### src/rtl/fpu_rnd_pkg.sv
// Shared types and constants for the rounder datapath: mask width, shift-amount width,
// and the packed record carried between the two mask-generator stages.
package fpu_rnd_pkg;

    localparam int MASK_LOG_W = 6;
    localparam int SH_W       = 13;
    localparam int MASK_W     = 2**MASK_LOG_W;

    typedef logic [MASK_W-1:0] mask_t;

    typedef struct packed {
        logic                  sign;
        logic                  sat;
        logic [MASK_LOG_W-1:0] shp;
    } mask_s1_t;

endpackage

### src/rtl/mask_gen_pipe_hdec.sv
// Combinational half-decoder: y[i] is set for every bit position strictly below x,
// producing a thermometer mask of x ones from the LSB upward.
module mask_hdec #(
    parameter int LOG_W = fpu_rnd_pkg::MASK_LOG_W
) (
    input  logic [LOG_W-1:0]    x,
    output logic [2**LOG_W-1:0] y
);

    generate
        for (genvar gi = 0; gi < 2**LOG_W; gi++) begin : g_bit
            localparam logic [LOG_W-1:0] IDX = LOG_W'(gi);
            assign y[gi] = (IDX < x);
        end
    endgenerate

endmodule

### src/rtl/mask_gen_pipe.sv
// Two-stage shift-mask generator with valid/ready flow control: converts a signed shift
// amount into keep mask v and shifted-out mask w, with saturation flag and tag passthrough.
module mask_gen_pipe #(
    parameter int LOG_W = fpu_rnd_pkg::MASK_LOG_W,
    parameter int SH_W  = fpu_rnd_pkg::SH_W,
    parameter int TAG_W = 4
) (
    input  logic               clk,
    input  logic               rst,
    input  logic               in_valid,
    output logic               in_ready,
    input  logic [SH_W-1:0]    in_sh,
    input  logic [TAG_W-1:0]   in_tag,
    output logic               out_valid,
    input  logic               out_ready,
    output logic [2**LOG_W-1:0] out_v,
    output logic [2**LOG_W-1:0] out_w,
    output logic               out_sat,
    output logic [TAG_W-1:0]   out_tag
);

    localparam int W     = 2**LOG_W;
    localparam int MAG_W = SH_W - 1;

    typedef struct packed {
        logic             sign;
        logic             sat;
        logic [LOG_W-1:0] shp;
    } s1_t;

    logic             adv1;
    logic             adv2;

    logic             s1_valid_reg;
    s1_t              s1_reg;
    logic [TAG_W-1:0] s1_tag_reg;

    logic             out_valid_reg;
    logic [W-1:0]     out_v_reg;
    logic [W-1:0]     out_w_reg;
    logic             out_sat_reg;
    logic [TAG_W-1:0] out_tag_reg;

    // A stage may load when it is empty or its contents leave this cycle.
    assign adv2     = !out_valid_reg || out_ready;
    assign adv1     = !s1_valid_reg || adv2;
    assign in_ready = adv1;

    // Stage 1: fold the signed amount into a magnitude and clamp it to W-1.
    logic [MAG_W-1:0] mag;
    logic             sat_next;
    s1_t              s1_next;

    always_comb begin
        mag           = in_sh[SH_W-2] ? ~in_sh[SH_W-2:0] : in_sh[SH_W-2:0];
        sat_next      = |mag[MAG_W-1:LOG_W];
        s1_next.sign  = in_sh[SH_W-1];
        s1_next.sat   = sat_next;
        s1_next.shp   = sat_next ? {LOG_W{1'b1}} : mag[LOG_W-1:0];
    end

    always_ff @(posedge clk) begin
        if (rst) begin
            s1_valid_reg <= 1'b0;
            s1_reg       <= '0;
            s1_tag_reg   <= '0;
        end else if (adv1) begin
            s1_valid_reg <= in_valid;
            if (in_valid) begin
                s1_reg     <= s1_next;
                s1_tag_reg <= in_tag;
            end
        end
    end

    // Stage 2: thermometer decode; negative shifts use the bit-reversed, one-extended form.
    logic [W-1:0] h;
    logic [W-1:0] h_ext;
    logic [W-1:0] h_rev;
    logic [W-1:0] u;
    logic [W-1:0] v_next;
    logic [W-1:0] w_next;

    mask_hdec #(
        .LOG_W (LOG_W)
    ) u_hdec (
        .x (s1_reg.shp),
        .y (h)
    );

    assign h_ext = {h[W-2:0], 1'b1};

    generate
        for (genvar gi = 0; gi < W; gi++) begin : g_rev
            assign h_rev[gi] = h_ext[W-1-gi];
        end
    endgenerate

    assign u      = s1_reg.sign ? h_rev : h;
    assign v_next = ~u;
    assign w_next = u & {W{s1_reg.sign}};

    always_ff @(posedge clk) begin
        if (rst) begin
            out_valid_reg <= 1'b0;
            out_v_reg     <= '0;
            out_w_reg     <= '0;
            out_sat_reg   <= 1'b0;
            out_tag_reg   <= '0;
        end else if (adv2) begin
            out_valid_reg <= s1_valid_reg;
            if (s1_valid_reg) begin
                out_v_reg   <= v_next;
                out_w_reg   <= w_next;
                out_sat_reg <= s1_reg.sat;
                out_tag_reg <= s1_tag_reg;
            end
        end
    end

    assign out_valid = out_valid_reg;
    assign out_v     = out_v_reg;
    assign out_w     = out_w_reg;
    assign out_sat   = out_sat_reg;
    assign out_tag   = out_tag_reg;

endmodule

### config.mk
export PLATFORM = sky130hd
export DESIGN_NAME = mask_gen_pipe
export DESIGN_NICKNAME = d
export VERILOG_FILES = /design/src/rtl/fpu_rnd_pkg.sv /design/src/rtl/mask_gen_pipe_hdec.sv /design/src/rtl/mask_gen_pipe.sv
export SDC_FILE = /design/constraint.sdc
export NUM_CORES = 1
export LEC_CHECK = 0
export ABC_AREA = 1
export CAP_MARGIN = 0
export CORE_AREA = 5 5 125 127
export DETAILED_ROUTE_END_ITERATION = 6
export DIE_AREA = 0 0 130 132
export GPL_TIMING_DRIVEN = 0
export PLACE_DENSITY = 0.75
export RECOVER_POWER = 25
export SYNTH_ARGS = -nofsm -noshare
export SYNTH_HDL_FRONTEND = slang
export SYNTH_SLANG_ARGS = --single-unit
### constraint.sdc
create_clock -name clk -period 2.5 [get_ports clk]
set_input_delay 0.5 -clock clk [delete_from_list [all_inputs] [get_ports clk]]
set_output_delay 0.5 -clock clk [all_outputs]
set_load 0.02 [all_outputs]
==> summary.txt, run 1 <==
Place
  • Placement Cell Area: about 0.0081 mm^2
  • Dpl hpwl: around 18,000 um
  • Placer congestion estimate: about 0.97
  • Placed insts: around 1,300
  • IO Port Bufs: approximately 150

Global routing
  • Antenna violations before repair: 0
  • First-pass GRT wire length: 36,630 um
  • Total GRT Usage: 0.2783
  • Largest net degree at the start of global routing: 17
  • Vias in the first global route: around 6,500
  • Remaining Overflow, GRT: 0

Setup path
  • Crit path max fanout: 3
  • Setup slack, reg-to-reg: roughly 0.55 ns
  • Worst setup SP type: input pin
  • R2R depth: 8
  • FF-to-FF Start: out_valid$_SDFFE_PP0P_
  • Required @ worst endpoint: roughly 2 ns
  • Crit. End Element: output port
  • Critical Path AT: 1.81 ns
  • Critical Setup Path Class: input pin to output port
  • Worst flop-to-flop path endpoint: out_v[1]$_SDFFE_PP0P_

Worst hold path
  • Hold path cells: 2
  • Hold_sp: out_v[7]$_SDFFE_PP0P_
  • Worst hold path type: flip-flop to flip-flop
  • WHS Endpoint: out_v[7]$_SDFFE_PP0P_

Die
  • Core ar.: roughly 0.014 mm^2
  • Initial Util: 0.4441
  • Site Rows: 44
  • Die Span X: ~130 um
  • Die ar.: approximately 0.017 mm^2
  • Top Ports: approximately 160
  • Die span in y: between 100 and 150 um

STA
  • Relative slew slack: 0.5097
  • Final hold vios: 0
  • Setup_tns: 0 ns
  • Final setup violation count: 0
  • Pins Over Slew Limit: 0
  • Clock skew: 0.009181 ns
  • Final Cycle Share: 0.9226
  • RSZ-0062 raised after global routing: false
  • Pin slew with the least headroom to its limit: around 0.74 ns
  • Achievable Freq: 0.4336 GHz
  • Final min period: around 2.3 ns

Power
  • Leakage: 0.003684 uW
  • Pwr Total: approximately 6200 uW
  • Pwr per Cell Area: approximately 700 mW/mm^2
  • Largest vdd supply drop: ~0.00045 V

Final layout
  • ANT cells: 0
  • Fin cells: between 1,000 and 1,500
  • Nets: about 1,100
  • Share of cells above drive strength 1: 0.07265
  • Fill count: approximately 1,400
  • P&R area growth vs syn: 36.98%
  • Final instance area: roughly 0.0087 mm^2
  • Fin util: 0.6084

Logic synthesis
  • Seq/Total Area, Yosys: 0.4629
  • EDFF count, synth: 0
  • Mean post-synth cell area: 6.836 um^2
  • Gate Count Post-Synth: between 900 and 1,000
  • Post-synth top cells: 325 x nand2_1, 147 x dfxtp_1, 105 x nor2_1
  • Ys flop type: dfxtp_1
  • Most frequent cell after synthesis: nand2_1
  • Synth unique cells: 29
  • Warnings, synthesis: 0
  • Synth async-reset ratio: 0
  • Post-synthesis cell area: between 0.006 and 0.007 mm^2
  • Syn_nets: 951
  • Top cells by area, synth: dfxtp_1 46%, nand2_1 19%, nor2_1 6.2%, nand3_1 5.7%, a21oi_1 5.7%
  • Flops & latches, synth: 147
  • Area share of the largest cell type after synthesis: 0.4629
  • Cell taking the most area after synthesis: dfxtp_1

Detailed routing
  • First DRT Iteration DRCs: 724
  • Post-route DRC: 0
  • Vias: about 6,900
  • Total Wirelength: ~24,000 um
  • Vias/cell: 5.297
  • WL/cell: around 18 um
  • Post-route ant nets: 0
  • Drt pass-1 iters: 5

Clock tree
  • CTS clock-pin slew for the worst setup and hold paths: roughly 0.060 ns
  • H-tree depth: 4
  • PostCTS Resize Cnt: 0
  • Root Buffer: clkbuf_16
  • Worst-case clock buffer depth: 2
  • Worst-Skew Late Latency: between 0.4 and 0.5 ns
  • Clk sinks: ~150
  • Setup bufs post-CTS: 0
  • Hold Buf Count CTS: 0
  • CTS tree: yes
  • Num CTS Buffers: 17

Run
  • MaxCap Viol Count: 0

Status
  • Status: finished, final reports clean
==> area by class of cell <==
cell class	count	area [um^2]	area share
Sequential cell	147	2943	0.3379
Tap cell	184	230.2	0.02644
Timing Repair Buffer	154	1541	0.1770
Buffer	58	267.8	0.03075
Multi-Input combinational cell	663	2907	0.3338
Clock buffer	21	450.4	0.05172
Clock inverter	10	133.9	0.01537
Inverter	62	235.2	0.02701
==> layout by cell type, fill, tap and decap left out, types with 2 or more instances in the layout <==
cell type and count:
buf_4 3, clkinv_2 4, a21oi_1 72, inv_1 56, o21a_1 4, nor2_2 5
nor2_4 4, a22oi_1 8, clkbuf_16 17, nor2_1 105, clkbuf_2 4, nand2_2 2
clkinvlp_4 2, nand2_1 326, clkbuf_1 26, buf_2 27, xor2_1 5, dfxtp_1 147
o21ai_0 28, dlygate4sd3_1 12, o21ai_1 10, a31oi_1 14, nand3_1 73, clkdlybuf4s50_1 142
bufinv_16 3, inv_2 4
==> power breakdown <==
part	internal [uW]	switching (uW)	total (uW)
logic	370	675	1040
registers	2460	77.1	2540
clock network	1580	989	2570
==> cells by family after synthesis <==
logic type | synth area share
simple gates | 0.3308
flops | 0.4629
compound gates | 0.1185
buf+inv | 0.07951
xor+xnor | 0.008266
==> through the flow <==
step	hold WS [ns]	setup slack, ns
global route	0.4799	0.1104
floorplan	0.4495	0.9624
detailed placement	0.4563	0.1390
global placement	0.4528	0.1731
CTS	0.4656	0.2647
finish	0.4634	0.1936
==> routing by layer <==
| metal | global-route usage | share of wire |
|---|---|---|
| met5 | 0 | 0 |
| met4 | 0.1005 | 0.028 |
| met3 | 0.05794 | 0.082 |
| met2 | 0.4221 | 0.44 |
| met1 | 0.3906 | 0.45 |
==> worst max path at each step <==
stage | from | to | slack [ns] | cells past startpoint
detailed placement | rst | out_w[2]$_SDFFE_PP0P_ | 0.14 | 4
CTS | out_ready | in_ready | 0.26 | 4
global placement | rst | out_w[58]$_SDFFE_PP0P_ | 0.17 | 4
floorplan | out_ready | s1_reg[5]$_SDFFE_PP0P_ | 0.96 | 8
global route | out_ready | out_v[1]$_SDFFE_PP0P_ | 0.11 | 10
finish | out_ready | in_ready | 0.19 | 4
==> critical path: stages <==
cell and delay [ns]:
dlygate4sd3_1 0.52, inv_1 0.05, nand3_1 0.11, clkdlybuf4s50_1 0.62
No activity file was read; power rests on OpenSTA's default activity.
==> run 2, diff against run 1 <==
- ABC_AREA: 1 -> unset
- CORE_AREA: 5 5 125 127 -> 5 5 126 128
- DIE_AREA: 0 0 130 132 -> 0 0 131 133
- TNS_END_PERCENT: unset -> 100
==> summary.txt, run 2 <==
Worst hold path
  • WHS Endpoint: out_w[61]$_SDFFE_PP0P_
  • Worst hold path type: flip-flop to flip-flop
  • Hold path cells: 2 (unchanged)
  • Hold_sp: out_w[61]$_SDFFE_PP0P_

Detailed routing
  • WL met3: 2843 um (+44%)
  • Post-route DRC: 0 (unchanged)
  • Post-route ant nets: 0 (unchanged)
  • First DRT Iteration DRCs: 713 (-1.5%)
  • Total Wirelength: 28,030 um (+17%)
  • DRT met1 WL: 11,470 um (+7.1%)
  • WL/cell: 23.98 um (+30%)
  • Vias: 6,969 (+1.3%)
  • Vias/cell: 5.962 (+13%)
  • Met2 WL: 12,700 um (+19%)
  • Highest metal used: met4
  • Drt pass-1 iters: 5 (unchanged)

Die
  • Core ar.: 0.01475 mm^2 (+3.1%)
  • Die Span X: 131 um (+0.77%)
  • Site Rows: 45 (+2.3%)
  • Initial Util: 0.4370 (-0.007163)
  • Die span in y: 133 um (+0.76%)
  • Die ar.: 0.01742 mm^2 (+1.5%)
  • Top Ports: 156 (unchanged)

Clock tree
  • Setup bufs post-CTS: 0 (unchanged)
  • H-tree depth: 4 (unchanged)
  • PostCTS Resize Cnt: 0 (unchanged)
  • Num CTS Buffers: 17 (unchanged)
  • Worst-Skew Late Latency: 0.44 ns (about the same)
  • CTS clock-pin slew for the worst setup and hold paths: 0.06 ns (about the same)
  • Root Buffer: clkbuf_16
  • CTS tree: yes
  • Worst-case clock buffer depth: 2 (unchanged)
  • Hold Buf Count CTS: 0 (unchanged)
  • Clk sinks: 147 (unchanged)

Logic synthesis
  • Top cells by area, synth: dfxtp_1 46%, a21oi_1 8.5%, nand2_1 6.9%, nor2_1 3.6%, buf_2 3.1%
  • Warnings, synthesis: 0 (unchanged)
  • Cell taking the most area after synthesis: dfxtp_1
  • Mean post-synth cell area: 8.098 um^2 (+18%)
  • Seq/Total Area, Yosys: 0.4565 (-0.006379)
  • Syn_nets: 817 (-14%)
  • Synth async-reset ratio: 0 (unchanged)
  • Flops & latches, synth: 147 (unchanged)
  • Synth unique cells: 58 (+100%)
  • Ys flop type: dfxtp_1
  • Gate Count Post-Synth: 796 (-14%)
  • EDFF count, synth: 0 (unchanged)
  • Post-synthesis cell area: 0.006446 mm^2 (+1.4%)
  • Most frequent cell after synthesis: dfxtp_1
  • Post-synth top cells: 147 x dfxtp_1, 118 x nand2_1, 110 x a21oi_1
  • Area share of the largest cell type after synthesis: 0.4565 (-0.006379)

STA
  • Pins Over Slew Limit: 0 (unchanged)
  • Hold_ws: 0.4454 ns (-0.01803 ns)
  • Achievable Freq: 0.4207 GHz (-3.0%)
  • RSZ-0062 raised after global routing: false
  • Relative slew slack: 0.2980 (-0.2117)
  • Final hold vios: 0 (unchanged)
  • Final Cycle Share: 0.9508 (+0.02822)
  • Pin slew with the least headroom to its limit: 1.045 ns (+0.3094 ns)
  • Final min period: 2.377 ns (+0.07056 ns)
  • Clock skew: 0.007076 ns (-0.002104 ns)
  • Final setup violation count: 0 (unchanged)

Setup path
  • Required @ worst endpoint: 2.00 ns (about the same)
  • R2R depth: 4 (-4)
  • Critical Path AT: 1.88 ns (+0.07 ns)
  • Worst setup SP type: input pin
  • Critical Setup Path Class: input pin to output port
  • Worst flop-to-flop path endpoint: out_w[41]$_SDFFE_PP0P_
  • FF-to-FF Start: s1_reg[7]$_SDFFE_PP0P_
  • Setup slack, reg-to-reg: 0.18 ns (-0.37 ns)
  • Crit. End Element: output port
  • Crit path max fanout: 3 (unchanged)

Power
  • Pwr Total: 6432 uW (+4.5%)
  • Pwr per Cell Area: 726.8 mW/mm^2 (+2.8%)
  • Leakage: 0.003320 uW (-9.9%)
  • Largest vdd supply drop: 0.0005485 V (+21%)

Global routing
  • First-pass GRT wire length: 41,590 um (+14%)
  • Antenna violations before repair: 0 (unchanged)
  • Vias in the first global route: 6,800 (+4.6%)
  • Total GRT Usage: 0.3209 (+0.04260)
  • Largest net degree at the start of global routing: 17 (unchanged)
  • Remaining Overflow, GRT: 0 (unchanged)

Final layout
  • Fill count: 1,362 (-1.4%)
  • P&R area growth vs syn: 37.29%
  • Most frequent cells in the layout: 147 x dfxtp_1, 118 x nand2_1, 110 x a21oi_1
  • Fin cells: 1,169 (-10%)
  • ANT cells: 0 (unchanged)
  • Nets: 989 (-12%)
  • Final instance area: 0.008850 mm^2 (+1.6%)
  • Share of cells above drive strength 1: 0.09480 (+0.02216)
  • Commonest non-fill, non-tap cell in the layout: dfxtp_1

Run
  • MaxCap Viol Count: 0 (unchanged)

Place
  • IO Port Bufs: 153 (-0.65%)
  • Placer congestion estimate: 0.9754 (+0.68%)
  • Placed insts: 1,137 (-10%)
  • Placement Cell Area: 0.008213 mm^2 (+1.0%)
  • Dpl hpwl: 20,200 um (+13%)

Status
  • Status: finished, final reports clean
[run 2: changes by cell type in the layout (fill, tap and decap cells not counted), sizes merged, moves of 13 or more]
cell and delta:
a21oi +36, dlygate4sd3 +40, nor3 +28, a211oi +16, nand3 -43, clkdlybuf4s50 -41, nand2 -210, nor2 -52
a22o +13, or2 +14, inv -52
[run 2: metrics by stage]
stage                     worst slack (ns)    util  TNS, ns
final                               0.1230  0.5999        0
after global routing               0.08237  0.5999        0
after CTS                           0.1886  0.6002        0
after detailed placement          -0.08593  0.5567  -0.4460
after global placement            -0.05884  0.5567  -0.5368
after floorplan                     0.9563       -        0
[run 2: area by class of cell]
class / count / area (um^2) / area share
clock inverter: 14 / 201.4 / 0.02276
clock buffer: 18 / 439.2 / 0.04963
buffer: 79 / 362.8 / 0.04100
inverter: 5 / 18.77 / 0.002121
sequential: 147 / 2943 / 0.3325
timing repair buffer: 153 / 1531 / 0.1731
multi-input combinational: 565 / 3118 / 0.3523
tap: 188 / 235.2 / 0.02658
[run 2: kinds of logic after synthesis]
kind of cell / share of synthesized area
AOI/OAI and AO/OA: 0.2494
xor gates and xnor gates: 0.008152
buffers and inverters: 0.05978
DFF: 0.4565
muxes: 0.003106
and+or+nand+nor: 0.2230
[run 2: how the worst max path moves through the flow]
stage,from,slack [ns],end,cells after the start
2_1_floorplan,rst,0.96,out_v[36]$_SDFFE_PP0P_,6
3_3_place_gp,out_ready,-0.06,out_w[31]$_SDFFE_PP0P_,7
3_5_place_dp,out_ready,-0.09,out_w[9]$_SDFFE_PP0P_,7
4_1_cts,out_ready,0.19,in_ready,3
5_1_grt,out_ready,0.08,in_ready,3
6_report,out_ready,0.12,in_ready,3
[run 2: worst max-delay path, cell delays in order]
cell             delay (ns)
dlygate4sd3_1          0.57
nand3b_1               0.17
clkdlybuf4s50_1        0.63
[run 2: power breakdown]
group	internal, uW	switching [uW]
clock	1710	1110
combinational	372	725
sequential	2450	64.7
[run 2: metal layers]
| metal | vias up | GRT usage |
|---|---|---|
| li1 | 3185 | - |
| met1 | 3289 | 0.4184 |
| met2 | 413 | 0.4963 |
| met3 | 82 | 0.09931 |
| met4 | 0 | 0.1189 |
| met5 | - | 0 |
==> run 3, diff against run 2 <==
- clock period: 2.5 -> 2.9 ns (I/O delays scaled with it)
==> summary.txt, run 3 (synthesis results as in run 2) <==
Run
  • MaxCap Viol Count: 0 (unchanged)

Detailed routing
  • Vias: 6,966 (-0.043%)
  • Highest metal used: met4
  • Met2 WL: 12,770 um (+0.60%)
  • Post-route DRC: 0 (unchanged)
  • First DRT Iteration DRCs: 715 (+0.28%)
  • WL/cell: 23.94 um (-0.19%)
  • DRT met1 WL: 11,420 um (-0.45%)
  • Post-route ant nets: 0 (unchanged)
  • Total Wirelength: 27,980 um (-0.19%)
  • Vias/cell: 5.959 (about the same)
  • WL met3: 2818 um (-0.88%)
  • Drt pass-1 iters: 6 (+1)

Global routing
  • Total GRT Usage: 0.3209 (unchanged)
  • Largest net degree at the start of global routing: 17 (unchanged)
  • First-pass GRT wire length: 41,590 um (unchanged)
  • Vias in the first global route: 6,800 (unchanged)
  • Remaining Overflow, GRT: 0 (unchanged)
  • Antenna violations before repair: 0 (unchanged)

STA
  • RSZ-0062 raised after global routing: false
  • Setup_tns: 0 ns (unchanged)
  • Pin slew with the least headroom to its limit: 1.032 ns (-0.01254 ns)
  • Pins Over Slew Limit: 0 (unchanged)
  • Relative slew slack: 0.3065 (+0.008426)
  • Final min period: ~2.6 ns
  • Final Cycle Share: 0.9027
  • Hold_ws: 0.4453 ns (-0.00002300 ns)
  • Final hold vios: 0 (unchanged)
  • Final setup violation count: 0 (unchanged)
  • Clock skew: 0.007261 ns (+0.0001846 ns)
  • Achievable Freq: 0.3820 GHz

Power
  • Pwr Total: 5546 uW (-14%)
  • Switching share of total power: 0.2955 (about the same)
  • Clock group share of total power: 0.439 (about the same)
  • NetSw: 1639 uW (-14%)
  • Largest vdd supply drop: 0.0004737 V (-14%)
  • Seq pwr share: 0.391 (about the same)
  • Logic pwr share: 0.171 (about the same)
  • Pint: 3907 uW (-14%)
  • Leakage: 0.003316 uW (-0.13%)
  • Pwr per Cell Area: 626.8 mW/mm^2 (-14%)

Setup path
  • R2R depth: 4 (unchanged)
  • Required @ worst endpoint: 3.26 ns (+1.26 ns)
  • CP max stage delay: 0.73 ns (+0.10 ns)
  • Worst setup startpoint: out_ready
  • Worst setup SP type: input pin
  • Crit path max fanout: 10 (+7)
  • Critical Setup Path Class: input pin to flip-flop
  • Slowest-stage cell, CP: clkbuf_1
  • Crit-path cells: dlygate4sd3_1 > nand2b_1 > nand2_1 > clkbuf_1 > clkbuf_1 > nand2_1 > a21oi_1
  • Top delay family on crit path: buffers and inverters
  • FF-to-FF Start: s1_reg[7]$_SDFFE_PP0P_
  • Setup slack, reg-to-reg: 0.59 ns (+0.41 ns)
  • Worst flop-to-flop path endpoint: out_w[41]$_SDFFE_PP0P_
  • Worst path buffer plus inverter count: 3 (+1)
  • Critical Path AT: 2.98 ns (+1.10 ns)
  • Crit. End Element: flip-flop

Clock tree
  • Worst-Skew Late Latency: 0.44 ns (about the same)
  • Num CTS Buffers: 17 (unchanged)
  • Root Buffer: clkbuf_16
  • CTS tree: yes
  • Setup bufs post-CTS: 0 (unchanged)
  • Clk sinks: 147 (unchanged)
  • Hold Buf Count CTS: 0 (unchanged)
  • H-tree depth: 4 (unchanged)
  • PostCTS Resize Cnt: 0 (unchanged)
  • Worst-case clock buffer depth: 2 (unchanged)
  • CTS clock-pin slew for the worst setup and hold paths: 0.06 ns (about the same)

Worst hold path
  • Worst hold path type: flip-flop to flip-flop
  • WHS Endpoint: out_w[61]$_SDFFE_PP0P_
  • Hold path cells: 2 (unchanged)
  • Hold_sp: out_w[61]$_SDFFE_PP0P_

Die
  • Site Rows: 45 (unchanged)
  • Core ar.: 0.01475 mm^2 (unchanged)
  • Die span in y: 133 um (unchanged)
  • Initial Util: 0.4370 (unchanged)
  • Top Ports: 156 (unchanged)
  • Die ar.: 0.01742 mm^2 (unchanged)
  • Die Span X: 131 um (unchanged)

Place
  • Placer congestion estimate: 0.9754 (unchanged)
  • IO Port Bufs: 153 (unchanged)
  • Placed insts: 1,137 (unchanged)
  • Dpl hpwl: 20,200 um (unchanged)

Final layout
  • P&R area growth vs syn: 37.27% (about the same)
  • ANT cells: 0 (unchanged)
  • Share of cells above drive strength 1: 0.09378 (-0.001019)
  • Commonest non-fill, non-tap cell in the layout: dfxtp_1
  • Nets: 989 (unchanged)
  • Fin cells: 1,169 (unchanged)
  • Fin util: 0.5998 (about the same)
  • Most frequent cells in the layout: 147 x dfxtp_1, 118 x nand2_1, 110 x a21oi_1

Status
  • Status: finished, final reports clean
[run 3: changes by cell type in the layout (fill, tap and decap cells not counted), sizes merged]
cell | previous run | this run
buf | 43 | 42
clkbuf | 54 | 55
clkdlybuf4s50 | 101 | 102
dlygate4sd3 | 52 | 51
[run 3: power groups by stage]
stage | registers [uW] | clock network [uW] | logic (uW)
global placement | 2210 | 0 | 929
CTS | 2170 | 2420 | 933
global route | 2180 | 2520 | 992
floorplan | 2300 | 0 | 423
detailed placement | 2210 | 0 | 929
finish | 2170 | 2430 | 946
[run 3: metal layers]
layer | GRT usage | up-vias
li1 | - | 3185
met1 | 0.4184 | 3297
met2 | 0.4963 | 414
met3 | 0.09931 | 70
met4 | 0.1189 | 0
met5 | 0 | -
[run 3: worst max-delay path by stage]
stage                        endpoint  slack [ns]  cells after the start
6_report        out_w[9]$_SDFFE_PP0P_        0.28                      7
3_5_place_dp    out_w[9]$_SDFFE_PP0P_        0.23                      7
3_3_place_gp   out_w[31]$_SDFFE_PP0P_        0.26                      7
4_1_cts                      in_ready        0.43                      3
5_1_grt         out_w[9]$_SDFFE_PP0P_        0.25                      7
2_1_floorplan  out_v[36]$_SDFFE_PP0P_        1.28                      6
[run 3: metrics by stage]
stage               cell area (um^2)  worst slack [ns]
global placement                8213            0.2612
finish                          8848            0.2823
floorplan                       6446             1.276
detailed placement              8213            0.2341
CTS                             8853            0.4286
global route                    8848            0.2479
[run 3: area by class of cell]
cell class,instances,area [um^2]
fillers,1363,5903
clock inverters,14,201.4
clock buffers,18,439.2
plain buffers,79,361.6
inverters,5,18.77
multi-input cells,565,3118
repair buffers,153,1531
flip-flops and latches,147,2943
well taps,188,235.2
[run 3: worst register-to-register path, delay by kind of cell (launching register included)]
family                 cells  cell delay [ns]
AO/OA/AOI/OAI              2             0.50
buffers and inverters      1             0.27
flip-flops                 1             0.57
AND/OR/NAND/NOR            1             0.89
